<file path="config.mk">
export PLATFORM = sky130hd
export DESIGN_NAME = addition_unit_flat
export DESIGN_NICKNAME = d
export VERILOG_FILES = /design/src/rtl/addition_unit_if.sv /design/src/rtl/addition_unit.sv /design/src/flat_wrapper.sv
export SDC_FILE = /design/constraint.sdc
export NUM_CORES = 1
export LEC_CHECK = 0
export CAP_MARGIN = 0
export CORE_MARGIN = 2
export CORE_UTILIZATION = 40
export DETAILED_ROUTE_END_ITERATION = 8
export GPL_TIMING_DRIVEN = 0
export PLACE_DENSITY = 0.76
export SETUP_SLACK_MARGIN = 0.4
export SLEW_MARGIN = 20
export SYNTH_ARGS = -nofsm -noshare
export SYNTH_HDL_FRONTEND = slang
export SYNTH_SLANG_ARGS = --single-unit
</file>
<file path="constraint.sdc">
create_clock -name clk -period 8.12 [get_ports clk]
set_clock_uncertainty 0.05 [all_clocks]
set_input_delay 1.624 -clock clk [delete_from_list [all_inputs] [get_ports clk]]
set_output_delay 1.624 -clock clk [all_outputs]
set_load 0.03 [all_outputs]
</file>
<file path="src/rtl/addition_unit_if.sv">
// addition_unit_if: operand/result bundle for the registered adder.
// The master drives operands; the slave returns the sum and flags.
interface addition_unit_if #(
    parameter int WIDTH = 32
);
    logic [WIDTH-1:0] a;
    logic [WIDTH-1:0] b;
    logic [WIDTH-1:0] result;
    logic             zero;
    logic             overflow;
    logic             carry;
    logic             negative;

    modport master (
        output a,
        output b,
        input  result,
        input  zero,
        input  overflow,
        input  carry,
        input  negative
    );

    modport slave (
        input  a,
        input  b,
        output result,
        output zero,
        output overflow,
        output carry,
        output negative
    );
endinterface

</file>
<file path="src/rtl/addition_unit.sv">
// addition_unit: registered two's-complement adder with status flags.
// Datapath is rippled 4-bit carry-lookahead groups; outputs one cycle later.
module addition_unit #(
    parameter int WIDTH = 32
) (
    input  logic            clk,
    input  logic            reset,
    addition_unit_if.slave  bus
);

    localparam int NG = WIDTH / 4;

    logic [WIDTH-1:0] gen;
    logic [WIDTH-1:0] prop;
    logic [WIDTH-1:0] sum;
    logic [WIDTH:0]   c;
    logic             carry_msb;
    logic             carry_out;
    logic             ovf;
    logic             zero_det;

    assign gen  = bus.a & bus.b;
    assign prop = bus.a ^ bus.b;
    assign c[0] = 1'b0;

    for (genvar k = 0; k < NG; k++) begin : g_cla
        localparam int B = 4 * k;

        logic [3:0] gg;
        logic [3:0] pp;
        logic       cin;
        logic       grp_g;
        logic       grp_p;

        assign gg  = gen[B+3:B];
        assign pp  = prop[B+3:B];
        assign cin = c[B];

        assign c[B+1] = gg[0]
                      | (pp[0] & cin);
        assign c[B+2] = gg[1]
                      | (pp[1] & gg[0])
                      | (pp[1] & pp[0] & cin);
        assign c[B+3] = gg[2]
                      | (pp[2] & gg[1])
                      | (pp[2] & pp[1] & gg[0])
                      | (pp[2] & pp[1] & pp[0] & cin);

        // Group generate/propagate let the carry-out skip the bit chain.
        assign grp_g = gg[3]
                     | (pp[3] & gg[2])
                     | (pp[3] & pp[2] & gg[1])
                     | (pp[3] & pp[2] & pp[1] & gg[0]);
        assign grp_p = &pp;

        assign c[B+4] = grp_g | (grp_p & cin);

        assign sum[B+3:B] = pp ^ c[B+3:B];
    end

    // Carry into the MSB versus out of it gives signed overflow.
    assign carry_msb = c[WIDTH-1];
    assign carry_out = c[WIDTH];
    assign ovf       = carry_msb ^ carry_out;
    assign zero_det  = ~|sum;

    // Register sum and all flags together; reset clears everything.
    always_ff @(posedge clk) begin
        if (reset) begin
            bus.result   <= '0;
            bus.zero     <= 1'b0;
            bus.overflow <= 1'b0;
            bus.carry    <= 1'b0;
            bus.negative <= 1'b0;
        end else begin
            bus.result   <= sum;
            bus.zero     <= zero_det;
            bus.overflow <= ovf;
            bus.carry    <= carry_out;
            bus.negative <= sum[WIDTH-1];
        end
    end

endmodule

</file>
<file path="src/flat_wrapper.sv">
// flat-port wrapper written by rule: the top's interface ports become plain ports
module addition_unit_flat 
#(
    parameter int WIDTH = 32
)
  (clk, reset, bus_a, bus_b, bus_result, bus_zero, bus_overflow, bus_carry, bus_negative);
  addition_unit_if #(.WIDTH(WIDTH)) bus_i ();
  input  logic clk;
  input  logic reset;
  input wire logic [$bits(bus_i.a)-1:0] bus_a;
  input wire logic [$bits(bus_i.b)-1:0] bus_b;
  output wire logic [$bits(bus_i.result)-1:0] bus_result;
  output wire logic [$bits(bus_i.zero)-1:0] bus_zero;
  output wire logic [$bits(bus_i.overflow)-1:0] bus_overflow;
  output wire logic [$bits(bus_i.carry)-1:0] bus_carry;
  output wire logic [$bits(bus_i.negative)-1:0] bus_negative;
  assign bus_i.a = bus_a;
  assign bus_i.b = bus_b;
  assign bus_result = bus_i.result;
  assign bus_zero = bus_i.zero;
  assign bus_overflow = bus_i.overflow;
  assign bus_carry = bus_i.carry;
  assign bus_negative = bus_i.negative;
  addition_unit #(.WIDTH(WIDTH)) u_core (.clk(clk), .reset(reset), .bus(bus_i));
endmodule
</file>
==> flow_metrics.py, run 1 <==
metrics = {
    "timing": {
        "setup-tns-final_ns": 0,
        "rsz0062_at_grt": "false",
        "post-route-period-util": 0.712,
        "setup_violations": 0,
        "drv_slew": 0,
        "layout_min_cycle_time_ns": 5.78,
        "tightestPinTransition_ns": 0.588,
        "timing.slew.headroom": 0.608,
        "fmax_ghz": 0.173,
        "final-hold-violation-count": 0,
    },
    "grt": {
        "most_used_routing_layer": "met2",
        "grt_start_max_net_pins": 11,
        "first_global_vias": 2242,
        "grt_pass1_wl_mm": 10.0,
        "grtUsageMet2": 0.362,
        "track_usage": 0.198,
        "grt_antenna_before_repair": 0,
        "grt_use_met1": 0.237,
        "grt.overflow.total": 0,
        "grt_use_met3": 0.0250,
    },
    "synthesis": {
        "synthTopCellsByCount": "sky130_fd_sc_hd__nor2_1, sky130_fd_sc_hd__dfxtp_1, sky130_fd_sc_hd__ha_1",
        "ys_types": 55,
        "ys_seq_elements": 35,
        "yosys_most_used_dff": "sky130_fd_sc_hd__dfxtp_1",
        "mapped_avg_cell_area_sq_um": 8.98,
        "synth.most_common_cell": "sky130_fd_sc_hd__nor2_1",
        "synth_area_leaders": "sky130_fd_sc_hd__dfxtp_1, sky130_fd_sc_hd__ha_1, sky130_fd_sc_hd__nor2_1",
        "yosysTopAreaCell": "sky130_fd_sc_hd__dfxtp_1",
        "synth_cells": 272,
        "synthesis.area_sq_um": 2440,
        "share_of_the_yosys_chip_area_belonging_to_registers": 0.287,
        "synthesis.nets": 378,
        "postSynth.asyncResetShare": 0,
        "yosys.area.top_type_share": 0.287,
        "synth-edff-count": 0,
        "ys_warn_count": 0,
    },
    "power_and_ir_drop": {
        "ir_worst_vdd_v": 0.0000927,
        "power.share.clock": 0.216,
        "power-per-cell-area_nw_per_um2": 165,
        "power.share.combinational": 0.450,
        "p_leak_nw": 1.48,
        "cellInternalPower_w": 0.000387,
        "switching_component_of_the_power_w": 0.000210,
        "p_sw_frac": 0.351,
        "power.share.sequential": 0.334,
    },
    "min_path": {
        "min_path_cells": 2,
        "hp-class": "in2reg",
    },
    "placement": {
        "hpwl_mm": 5.29,
        "finalWeightedCongestion": 0.814,
        "portBuffers": 100,
    },
    "floorplan": {
        "coreArea_sq_um": 5920,
        "die_outline_area_sq_um": 6750,
        "num_rows": 28,
        "io_pins": 102,
        "initial_utilization": 0.413,
        "die_width_um": 82.1,
        "die_y_um": 82.1,
    },
    "critical_path": {
        "worst-endpoint-arrival_ns": 5.92,
        "timing.critical_path.fanout_max": 4,
        "crit_type": "in2reg",
        "setup.worst_path.start_class": "primary input",
        "critical_path_required_ns": 8.26,
        "critPathCaptureType": "flop",
    },
    "routing": {
        "routed_wl_mm": 6.36,
        "antenna_violating_nets_post_route": 0,
        "drc": 0,
        "post_drt_wl_per_cell_um": 14.0,
        "vias": 2299,
        "vias_per_cell": 5.06,
        "detailedRoute.firstPassIterationCount": 4,
        "detail_route.iter0.violations": 98,
    },
    "cells_and_area": {
        "fin_nets": 485,
        "antenna-diode-count": 0,
        "final_cell_utilization_of_the_core": 0.612,
        "flow.area_growth_from_synthesis_pct": 48.4,
        "fillers": 530,
        "drive_gt1_frac": 0.0712,
    },
    "clock_network": {
        "clock-sinks": 35,
        "longest_clk_path_bufs": 2,
        "clock-root-buffer": "sky130_fd_sc_hd__clkbuf_8",
        "cts_post_setup_buffers_inserted": 0,
        "cts_repair_resize_count": 0,
        "cts.hold.buffers_added": 0,
        "number_of_buffers_added_by_the_clock_tree_synthesis_step": 5,
        "cts_htree_levels": 2,
        "cts.reportedPaths.clkPinSlew_ns": 0.07,
        "tritoncts": "yes",
    },
    "status": {
        "outcome": "completed",
    },
    "flow_run": {
        "max_cap_violations": 0,
    },
}
==> kinds of logic after synthesis <==
family / Yosys count / synth area share
AND/OR/NAND/NOR: 115 / 0.236
AO/OA/AOI/OAI: 53 / 0.167
adder cells (fa/ha/maj): 40 / 0.230
flip-flops: 35 / 0.287
XOR/XNOR: 16 / 0.0574
buffers and inverters: 12 / 0.0200
multiplexers: 1 / 0.00410
==> final timing paths <==
check / slack (ns) / start / endpoint
worst max-delay path: 2.34 / bus_b[5] / u_core.bus.zero
worst min-delay path: 1.65 / reset / u_core.bus.result[28]
==> stage by stage <==
stage	area (sq um)	hold WS, ns	total power, W	setup WS, ns	cells
2_1_floorplan	2440	1.82	0.000364	3.06	272
3_3_place_gp	3540	1.93	0.000468	2.16	447
3_5_place_dp	3540	1.94	0.000472	2.07	447
4_1_cts	3620	1.65	0.000602	2.35	454
5_1_grt	3620	1.69	0.000634	2.05	454
6_report	3620	1.65	0.000597	2.34	454
==> registers in the layout, summed over array words and instances, names as in the netlist <==
register             cells
u_core.bus.result       32
u_core.bus.zero          1
u_core.bus.carry         1
u_core.bus.overflow      1
==> power by group through the flow <==
stage	clock network [W]	registers, W	logic [W]
2_1_floorplan	0	0.000248	0.000116
3_3_place_gp	0	0.000204	0.000265
3_5_place_dp	0	0.000204	0.000268
4_1_cts	0.000133	0.000200	0.000270
5_1_grt	0.000140	0.000201	0.000293
6_report	0.000129	0.000200	0.000269
==> critical path: stages <==
cell	delay (ns)
sky130_fd_sc_hd__clkdlybuf4s50_1	0.42
sky130_fd_sc_hd__ha_1	0.38
sky130_fd_sc_hd__a21oi_4	0.20
sky130_fd_sc_hd__o21ai_2	0.09
sky130_fd_sc_hd__a2111oi_4	0.47
sky130_fd_sc_hd__a21oi_2	0.16
sky130_fd_sc_hd__o211ai_2	0.23
sky130_fd_sc_hd__a21o_1	0.15
sky130_fd_sc_hd__nand2_1	0.06
sky130_fd_sc_hd__fa_1	0.49
sky130_fd_sc_hd__nor4b_1	0.44
sky130_fd_sc_hd__nand3_1	0.13
sky130_fd_sc_hd__nor2_1	0.12
sky130_fd_sc_hd__nand2_1	0.06
sky130_fd_sc_hd__nor4b_1	0.42
sky130_fd_sc_hd__o2111ai_1	0.23
sky130_fd_sc_hd__nor4_2	0.24
==> metal layers <==
metal	share of wire	routed length, um
met3	0.046	290
met1	0.43	2710
met5	0	0
met2	0.51	3270
met4	0.015	95
==> cell type report <==
cell class,instances,area (sq um),share of cell area
flip-flops and latches,35,701,0.193
well taps,75,93.8,0.0259
repair buffers,100,1000,0.276
inverters,7,26.3,0.00725
multi-input cells,225,1690,0.467
clock buffers,6,82.6,0.0228
clock inverters,1,5.00,0.00138
plain buffers,5,22.5,0.00621
==> cell usage in the layout (no fill, tap or decap), types with 2 or more instances in the layout <==
cell type and instances:
sky130_fd_sc_hd__inv_1 7, sky130_fd_sc_hd__a21o_1 7, sky130_fd_sc_hd__clkdlybuf4s50_1 100, sky130_fd_sc_hd__or2_2 3
sky130_fd_sc_hd__o21ai_0 4, sky130_fd_sc_hd__xor2_1 5, sky130_fd_sc_hd__clkbuf_1 4, sky130_fd_sc_hd__a21oi_2 2
sky130_fd_sc_hd__nand3_1 6, sky130_fd_sc_hd__ha_1 32, sky130_fd_sc_hd__a21oi_1 15, sky130_fd_sc_hd__nor3b_1 4
sky130_fd_sc_hd__nor3_1 9, sky130_fd_sc_hd__fa_1 8, sky130_fd_sc_hd__or3_1 2, sky130_fd_sc_hd__o21a_1 2
sky130_fd_sc_hd__nor4b_1 2, sky130_fd_sc_hd__nor2b_1 10, sky130_fd_sc_hd__o21ai_2 2, sky130_fd_sc_hd__nand4_1 2
sky130_fd_sc_hd__clkbuf_8 6, sky130_fd_sc_hd__o211ai_1 2, sky130_fd_sc_hd__nand2b_1 3, sky130_fd_sc_hd__o31ai_1 2
sky130_fd_sc_hd__nor2_1 44, sky130_fd_sc_hd__and2_1 3, sky130_fd_sc_hd__nand2_1 18, sky130_fd_sc_hd__xnor2_1 11
sky130_fd_sc_hd__dfxtp_1 35
No activity file was read; power rests on OpenSTA's default activity.
==> run 2, diff against run 1 <==
Clock period 8.12 ns to 6 ns, I/O delays scaled along.
==> flow_metrics.py, run 2 (synthesized netlist as in run 1, its figures left out) <==
metrics = {
    "routing": {
        "routed_wl_mm": 6.37,
        "detail_route.iter0.violations": 71,
        "drc": 0,
        "vias": 2294,
        "vias_per_cell": 5.05,
        "post_drt_wl_per_cell_um": 14.0,
        "detailedRoute.firstPassIterationCount": 4,
        "antenna_violating_nets_post_route": 0,
    },
    "status": {
        "outcome": "completed",
    },
    "clock_network": {
        "cts.reportedPaths.clkPinSlew_ns": 0.07,
        "longest_clk_path_bufs": 2,
        "cts_htree_levels": 2,
        "clock-sinks": 35,
        "number_of_buffers_added_by_the_clock_tree_synthesis_step": 5,
        "clock-root-buffer": "sky130_fd_sc_hd__clkbuf_8",
        "tritoncts": "yes",
    },
    "flow_run": {
        "max_cap_violations": 0,
    },
    "cells_and_area": {
        "fin_nets": 485,
        "largest_reg_flops": 32,
        "flow.area_growth_from_synthesis_pct": 48.7,
        "layout.cells.most_common_list": "sky130_fd_sc_hd__clkdlybuf4s50_1, sky130_fd_sc_hd__nor2_1, sky130_fd_sc_hd__dfxtp_1",
        "drive_gt1_frac": 0.0739,
        "largest_register": "u_core.bus.result",
        "final_cells": 454,
        "antenna-diode-count": 0,
        "final_common_cell": "sky130_fd_sc_hd__clkdlybuf4s50_1",
        "fillers": 528,
        "post-route-cell-area_sq_um": 3630,
    },
    "critical_path": {
        "crit_type": "in2reg",
        "timing.critical_path.fanout_max": 4,
        "worst-endpoint-arrival_ns": 5.38,
        "critPathCaptureType": "flop",
        "setup.worst_path.start_class": "primary input",
        "critical_path_required_ns": 6.14,
    },
    "floorplan": {
        "die_outline_area_sq_um": 6750,
        "num_rows": 28,
        "io_pins": 102,
        "coreArea_sq_um": 5920,
        "initial_utilization": 0.413,
        "die_y_um": 82.1,
        "die_width_um": 82.1,
    },
    "power_and_ir_drop": {
        "finalPower_w": 0.000809,
        "power-per-cell-area_nw_per_um2": 223,
        "p_leak_nw": 1.48,
        "ir_worst_vdd_v": 0.000126,
    },
    "grt": {
        "grt_start_max_net_pins": 11,
        "track_usage": 0.198,
        "first_global_vias": 2242,
        "grt.overflow.total": 0,
        "grt_pass1_wl_mm": 10.0,
        "grt_antenna_before_repair": 0,
    },
    "timing": {
        "drv_slew": 0,
        "layout_min_cycle_time_ns": 5.24,
        "fmax_ghz": 0.191,
        "rsz0062_at_grt": "false",
        "tightestPinTransition_ns": 0.587,
        "post-route-period-util": 0.873,
        "setup_violations": 0,
        "final-hold-violation-count": 0,
        "setup-tns-final_ns": 0,
        "timing.slew.headroom": 0.609,
    },
    "placement": {
        "portBuffers": 100,
        "cell_total_after_placement": 447,
        "finalWeightedCongestion": 0.814,
        "hpwl_mm": 5.29,
        "placed_cell_area_sq_um": 3540,
    },
    "min_path": {
        "hp-class": "in2reg",
    },
}
==> run 2: changes by cell type in the layout (fill, tap and decap cells not counted) <==
cell and change:
sky130_fd_sc_hd__nor4b_2 +1, sky130_fd_sc_hd__nor4b_1 -1
==> run 2: per-stage QoR <==
step | setup slack, ns | hold WS, ns | utilization
5_1_grt | 0.439 | 1.27 | 0.613
4_1_cts | 0.649 | 1.22 | 0.612
6_report | 0.760 | 1.22 | 0.613
2_1_floorplan | 1.37 | 1.40 | -
3_3_place_gp | 0.461 | 1.51 | 0.597
3_5_place_dp | 0.378 | 1.52 | 0.597
==> run 2: layer usage <==
metal	share of wire	vias to the layer above	track usage
li1	-	1172	-
met2	0.51	66	0.362
met1	0.43	1049	0.237
met3	0.045	7	0.0250
met5	0	-	0
met4	0.015	0	0.0700
==> run 2: path summary, 6_finish.rpt <==
| path | from | endpoint | slack [ns] | depth (start not counted) |
|---|---|---|---|---|
| setup / recovery | bus_b[5] | u_core.bus.zero | 0.76 | 16 |
| hold / removal | reset | u_core.bus.result[28] | 1.22 | 2 |
==> run 2: what timing repair did <==
| action | CTS | global route |
|---|---|---|
| resized for setup | 0 | 1 |
| hold buffers | 0 | 0 |
| endpoints found under the setup margin | 0 | 1 |
| buffers inserted | 0 | 0 |
==> run 2: critical path: stages <==
cell and delay [ns]:
sky130_fd_sc_hd__clkdlybuf4s50_1 0.42, sky130_fd_sc_hd__ha_1 0.38, sky130_fd_sc_hd__a21oi_4 0.19, sky130_fd_sc_hd__o21ai_2 0.09, sky130_fd_sc_hd__a2111oi_4 0.47, sky130_fd_sc_hd__a21boi_2 0.12, sky130_fd_sc_hd__or2_2 0.29, sky130_fd_sc_hd__fa_1 0.45
sky130_fd_sc_hd__or4_1 0.53, sky130_fd_sc_hd__nor3_1 0.16, sky130_fd_sc_hd__nand3_1 0.10, sky130_fd_sc_hd__nor2_1 0.12, sky130_fd_sc_hd__nand2_1 0.07, sky130_fd_sc_hd__nor4b_2 0.32, sky130_fd_sc_hd__o2111ai_1 0.21, sky130_fd_sc_hd__nor4_2 0.24
==> run 2: area by class of cell <==
| class | count | area, sq um | area share |
|---|---|---|---|
| Clock buffer | 6 | 82.6 | 0.0227 |
| Buffer | 5 | 22.5 | 0.00620 |
| Multi-Input combinational cell | 225 | 1700 | 0.468 |
| Timing Repair Buffer | 100 | 1000 | 0.276 |
| Inverter | 7 | 26.3 | 0.00724 |
| Tap cell | 75 | 93.8 | 0.0258 |
| Sequential cell | 35 | 701 | 0.193 |
| Clock inverter | 1 | 5.00 | 0.00138 |
==> run 2: where the power goes <==
group	switching (W)	leakage, nW	internal [W]	total (W)
combinational	0.000192	1.14	0.000172	0.000364
clock	0.0000849	0.0470	0.0000901	0.000175
sequential	0.00000798	0.291	0.000262	0.000270
==> run 3, diff against run 2 <==
Settings changed: SETUP_SLACK_MARGIN 0.4 to 0.2.
==> results of run 3 <==
The final DEF is identical to that of run 1. Status: completed.
Among the figures that moved: setup slack after placement 2.07 ns -> 0.378 ns; setup slack after layout 2.34 ns -> 0.644 ns; hold slack 1.65 ns -> 1.23 ns; total power 0.000597 W -> 0.000808 W; worst IR drop on VDD 0.0000927 V -> 0.000125 V
